<file path="src/rtl/soc_int_pkg.sv">
// soc_int_pkg: shared types, register map and STATUS layout for the interrupt dispatcher
package soc_int_pkg;
  localparam int INT_ID_W = 5;
  localparam int MAX_INT = 32;
  typedef enum logic [1:0] {IDLE = 2'd0, OFFER = 2'd1, SERVICE = 2'd2} state_t;
  localparam logic [1:0] ADDR_ENABLE = 2'd0;
  localparam logic [1:0] ADDR_CLEAR = 2'd1;
  localparam logic [1:0] ADDR_STATUS = 2'd2;
  localparam logic [1:0] ADDR_IN_SERVICE = 2'd3;
  localparam int STATUS_EOI_ERR = 31;
  localparam int STATUS_STATE_LSB = 16;
  localparam int STATUS_CUR_ID_LSB = 8;
  localparam int STATUS_LOWEST_LSB = 0;
endpackage

</file>
<file path="src/rtl/soc_int_lowest_bit.sv">
// soc_int_lowest_bit: find-first-set, lowest index (highest priority) wins
module soc_int_lowest_bit
  import soc_int_pkg::*;
#(
  parameter int W = MAX_INT,
  parameter int IW = INT_ID_W
) (
  input  logic [W-1:0]  mask,
  output logic          valid,
  output logic [IW-1:0] index
);
  assign valid = |mask;
  always_comb begin
    index = '0;
    for (int i = W - 1; i >= 0; i--) if (mask[i]) index = IW'(i);
  end
endmodule

</file>
<file path="src/rtl/soc_interrupt_dispatcher.sv">
// soc_interrupt_dispatcher: offers controller interrupts to the CPU, tracks EOI, owns the enable mask.
// Nested preemption is compiled in with SOC_INT_NESTING_EN.
module soc_interrupt_dispatcher
  import soc_int_pkg::*;
#(
  parameter int NUM_INT = 32,
  parameter logic [31:0] ENABLE_RESET = 32'h0
) (
  input  logic                clk,
  input  logic                res,
  input  logic                irq,
  input  logic [INT_ID_W-1:0] irq_id,
  output logic [31:0]         enabled_int,
  output logic [31:0]         int_clears,
  output logic                cpu_irq_valid,
  output logic [INT_ID_W-1:0] cpu_irq_id,
  input  logic                cpu_irq_ack,
  input  logic                cpu_eoi,
  input  logic                cfg_we,
  input  logic [1:0]          cfg_addr,
  input  logic [31:0]         cfg_wdata,
  output logic [31:0]         cfg_rdata
);
  localparam logic [31:0] VALID_MASK = NUM_INT >= 32 ? 32'hFFFF_FFFF : 32'((64'd1 << NUM_INT) - 64'd1);
  state_t state;
  logic [INT_ID_W-1:0] cur_id, lowest;
  logic [31:0] in_service, cur_bit, eoi_mask, clear_wr, status;
  logic lowest_valid, eoi_err, ack_fire, nest_offer;
  soc_int_lowest_bit #(.W(MAX_INT), .IW(INT_ID_W)) u_lowest (
    .mask(in_service),
    .valid(lowest_valid),
    .index(lowest)
  );
  assign cpu_irq_id = cur_id;
  assign ack_fire = cpu_irq_valid && cpu_irq_ack;
  assign cur_bit = VALID_MASK & (32'd1 << cur_id);
  assign eoi_mask = in_service & ~(32'd1 << lowest);
  assign clear_wr = (cfg_we && cfg_addr == ADDR_CLEAR) ? (cfg_wdata & VALID_MASK) : 32'd0;
`ifdef SOC_INT_NESTING_EN
  assign nest_offer = irq && (!lowest_valid || irq_id < lowest);
`else
  assign nest_offer = 1'b0;
`endif
  assign status = {eoi_err, 13'd0, state, 3'd0, cur_id, 3'd0, lowest};
  assign cfg_rdata = cfg_addr == ADDR_ENABLE ? enabled_int :
                     cfg_addr == ADDR_STATUS ? status :
                     cfg_addr == ADDR_IN_SERVICE ? in_service : 32'd0;
  always_ff @(posedge clk) begin
    if (res) begin
      state <= IDLE;
      cur_id <= '0;
      cpu_irq_valid <= 1'b0;
      int_clears <= '0;
      enabled_int <= ENABLE_RESET & VALID_MASK;
      in_service <= '0;
      eoi_err <= 1'b0;
    end else begin
      int_clears <= clear_wr | (ack_fire ? cur_bit : 32'd0);
      if (cfg_we && cfg_addr == ADDR_ENABLE) enabled_int <= cfg_wdata & VALID_MASK;
      eoi_err <= (eoi_err && !(cfg_we && cfg_addr == ADDR_IN_SERVICE)) || (cpu_eoi && state != SERVICE);
      case (state)
        IDLE: if (irq) begin
          cur_id <= irq_id;
          cpu_irq_valid <= 1'b1;
          state <= OFFER;
        end
        OFFER: if (ack_fire) begin
          in_service <= in_service | cur_bit;
          cpu_irq_valid <= 1'b0;
          state <= SERVICE;
        end else if (!irq) begin
          cpu_irq_valid <= 1'b0;
          state <= lowest_valid ? SERVICE : IDLE;
        end else cur_id <= irq_id;
        SERVICE: if (cpu_eoi) begin
          in_service <= eoi_mask;
          state <= |eoi_mask ? SERVICE : IDLE;
        end else if (nest_offer) begin
          cur_id <= irq_id;
          cpu_irq_valid <= 1'b1;
          state <= OFFER;
        end
        default: state <= IDLE;
      endcase
    end
  end
endmodule

</file>
<file path="config.mk">
export PLATFORM = sky130hd
export DESIGN_NAME = soc_interrupt_dispatcher
export DESIGN_NICKNAME = d
export VERILOG_FILES = /design/src/rtl/soc_int_pkg.sv /design/src/rtl/soc_int_lowest_bit.sv /design/src/rtl/soc_interrupt_dispatcher.sv
export SDC_FILE = /design/constraint.sdc
export NUM_CORES = 1
export LEC_CHECK = 0
export CAP_MARGIN = 20
export CORE_MARGIN = 2
export CORE_UTILIZATION = 45
export DETAILED_ROUTE_END_ITERATION = 8
export GPL_ROUTABILITY_DRIVEN = 1
export MAX_ROUTING_LAYER = met4
export PLACE_DENSITY = 0.76
export RECOVER_POWER = 100
export SLEW_MARGIN = 20
export SYNTH_ARGS = -nofsm -noshare
export SYNTH_HDL_FRONTEND = slang
export SYNTH_SLANG_ARGS = --single-unit
</file>
<file path="constraint.sdc">
create_clock -name clk -period 6.45 [get_ports clk]
set_input_delay 1.29 -clock clk [delete_from_list [all_inputs] [get_ports clk]]
set_output_delay 1.29 -clock clk [all_outputs]
set_load 0.02 [all_outputs]
</file>
==> metrics <==
syn nets 734; worst path required time 5160 ps; Worst Tran Pin Value 2440 ps; post-synthesis cell area between 5000 and 6000 um^2; share of layout cells above drive strength 1 3.59%; most frequent cells in the layout nand2_1, dfxtp_1, dlygate4sd3_1; Routed Antenna Nets 0; postcts setup bufs 0; Boundary Pins 147; hold buffers post-CTS 0; CP Class in2out; CTS Buf Count 9; Routability Congestion 0.964; clk buf depth 2; Row Count 39; setup TNS 0 ps; slowest stage delay, CP 840 ps; Critical Path End Type primary output; Final Max Slew Viols approximately 110; P per Cell Area roughly 200 nW/um^2; post_cts resized 0; dominant synthesized flop cell dfxtp_1; post-synthesis sequential area ratio 40.1%; CORE AREA 11,400 um^2; worst skew pair latency ~340 ps; Layout fillers between 1,000 and 1,500; cells along the critical path dlygate4sd3_1 -> nor2_1 -> clkbuf_1 -> a22o_1 -> dlygate4sd3_1; Post-Route Skew about 4 ps; violated checks max-capacitance violations, max-slew violations; CTS tree done; post-DR wirelength/cell between 20 and 25 um; HP Class reg2reg; Die Ht 112 um; Sink Count 105; Clock Pin Slew Worst Setup and Hold Paths approximately 60 ps; post-DP HPWL 16.3 mm; fin crit share 83.9%; placed cell areas 6720 um^2; Worst Path Arrival around 4100 ps; vias in the first global route 5,828; Max-slew headroom -62.6%; die width 112 um; buffers added on ports 146; synthesis-to-finish area growth 34.4%; CTS root buf clkbuf_16; minimum clock period 5410 ps; Initial Utilization 46.1%; worst-path maximum fanout 21; slowest CP cell dlygate4sd3_1; Final nets 847; Synthesis Warnings 0; largest net degree at the start of global routing 56; antenna violations before repair 1; most common cell after layout, fill and taps aside nand2_1; status complete, but fails checks; final setup fails 0; vias between 6,000 and 7,000; Via density about 6.3; Pleak 2.74 nW; DRT iter0 DRCs 793; Total Power 1.45 mW; # DRC 0; RSZ-0062 raised after global routing no; utilization after layout 62.0%; Total GRT Usage 36.4%; most used cell, CP dlygate4sd3_1; Max-Cap Viols 2; Syn Inst Count 689; CTS H-tree depth 3; Netlist cell types 56; EDFF count, synth 0; Async SR Flop Fraction 0%; die area 12,500 um^2; drt pass-1 iters 6; final hold violation count 0; VDD IR-drop max 0.000191 V; Routed WL ~23 mm; Mean Syn Cell Area approximately 7.6 um^2; first-pass GRT wire length 34.2 mm; fmax around 180 MHz; grt ovf 0; Seq cells post-synth about 110; final instance area ~7000 um^2; Worst Setup Start Kind input pin
## critical path: cells and delay by family
| kind | cells | cell delay, ps |
|---|---|---|
| buf+inv | 3 | 2370 |
| compound gates | 1 | 250 |
| simple gates | 1 | 190 |
## synthesized netlist by cell type, types with 3 or more instances
library cell	number	area, um^2
nand2_1	124	465
dfxtp_1	105	2100
nor2_1	86	323
a21oi_1	69	345
o21ai_0	44	220
clkbuf_1	41	154
a22oi_1	31	233
a22o_1	21	184
nor3_1	17	85.1
mux2i_1	16	160
nor4_1	11	68.8
nand2b_1	10	62.6
o31ai_1	10	75.1
nor2b_1	8	50.1
a211oi_1	6	45.0
nand3_1	6	30.0
o21a_1	6	45.0
and2_1	5	31.3
o41ai_1	5	43.8
a32oi_1	4	35.0
buf_1	4	15.0
inv_1	4	15.0
o21bai_1	4	30.0
or2_2	4	25.0
a31oi_1	3	18.8
and4_1	3	26.3
nand4_1	3	18.8
or4_1	3	22.5
## area by class of cell
| class | count | area [um^2] | share of cell area, % |
|---|---|---|---|
| tap | 143 | 179 | 2.54 |
| inverter | 4 | 15.0 | 0.213 |
| sequential | 105 | 2100 | 29.8 |
| clock inverter | 4 | 73.8 | 1.05 |
| antenna | 1 | 2.50 | 0.0355 |
| clock buffer | 12 | 256 | 3.64 |
| timing repair buffer | 149 | 1470 | 20.9 |
| multi-input combinational | 533 | 2950 | 41.8 |
## layer usage
layer  GRT usage [%]  vias to the layer above  part of all wire (%)
li1                -                     2709                     -
met4            13.7                        0                   3.9
met5               -                        -                     0
met3            6.80                       66                    11
met2            57.0                      429                    47
met1            46.9                     2832                    38
## worst paths after layout
check                                        to             from  depth (start not counted)  slack, ps
worst min-delay path            enabled_int[14]  enabled_int[14]                          2        470
worst max-delay path              cfg_rdata[27]      cfg_addr[1]                          5       1040
worst min register to register  enabled_int[14]  enabled_int[14]                          2        470
worst max register to register         state[1]    in_service[8]                          9       2810
## cell families after synthesis
logic type,Yosys count,synth area share [%]
and+or+nand+nor,293,25.2
AOI/OAI and AO/OA,224,27.9
buffers and inverters,51,3.70
muxes,16,3.06
DFF,105,40.1
## through the flow
step | setup WS [ps] | instances | hold WS (ps)
3_5_place_dp | 1480 | 934 | 466
5_1_grt | 976 | 951 | 491
4_1_cts | 1470 | 950 | 478
3_3_place_gp | 1560 | 934 | 461
2_1_floorplan | 2530 | 689 | 465
6_report | 1040 | 951 | 474
## report_power, final
part	leakage [nW]	internal, mW	switching (mW)
Combinational	1.72	0.0683	0.0996
Sequential	0.851	0.662	0.0197
Clock	0.163	0.362	0.236
Total	2.74	1.09	0.355
## flip-flops by register name, indices dropped and copies added, names as in the netlist
name / flops
cpu_irq_valid: 1
int_clears: 32
state: 2
eoi_err: 1
in_service: 32
enabled_int: 32
cpu_irq_id: 5
Power figures use the tool's default switching activity.
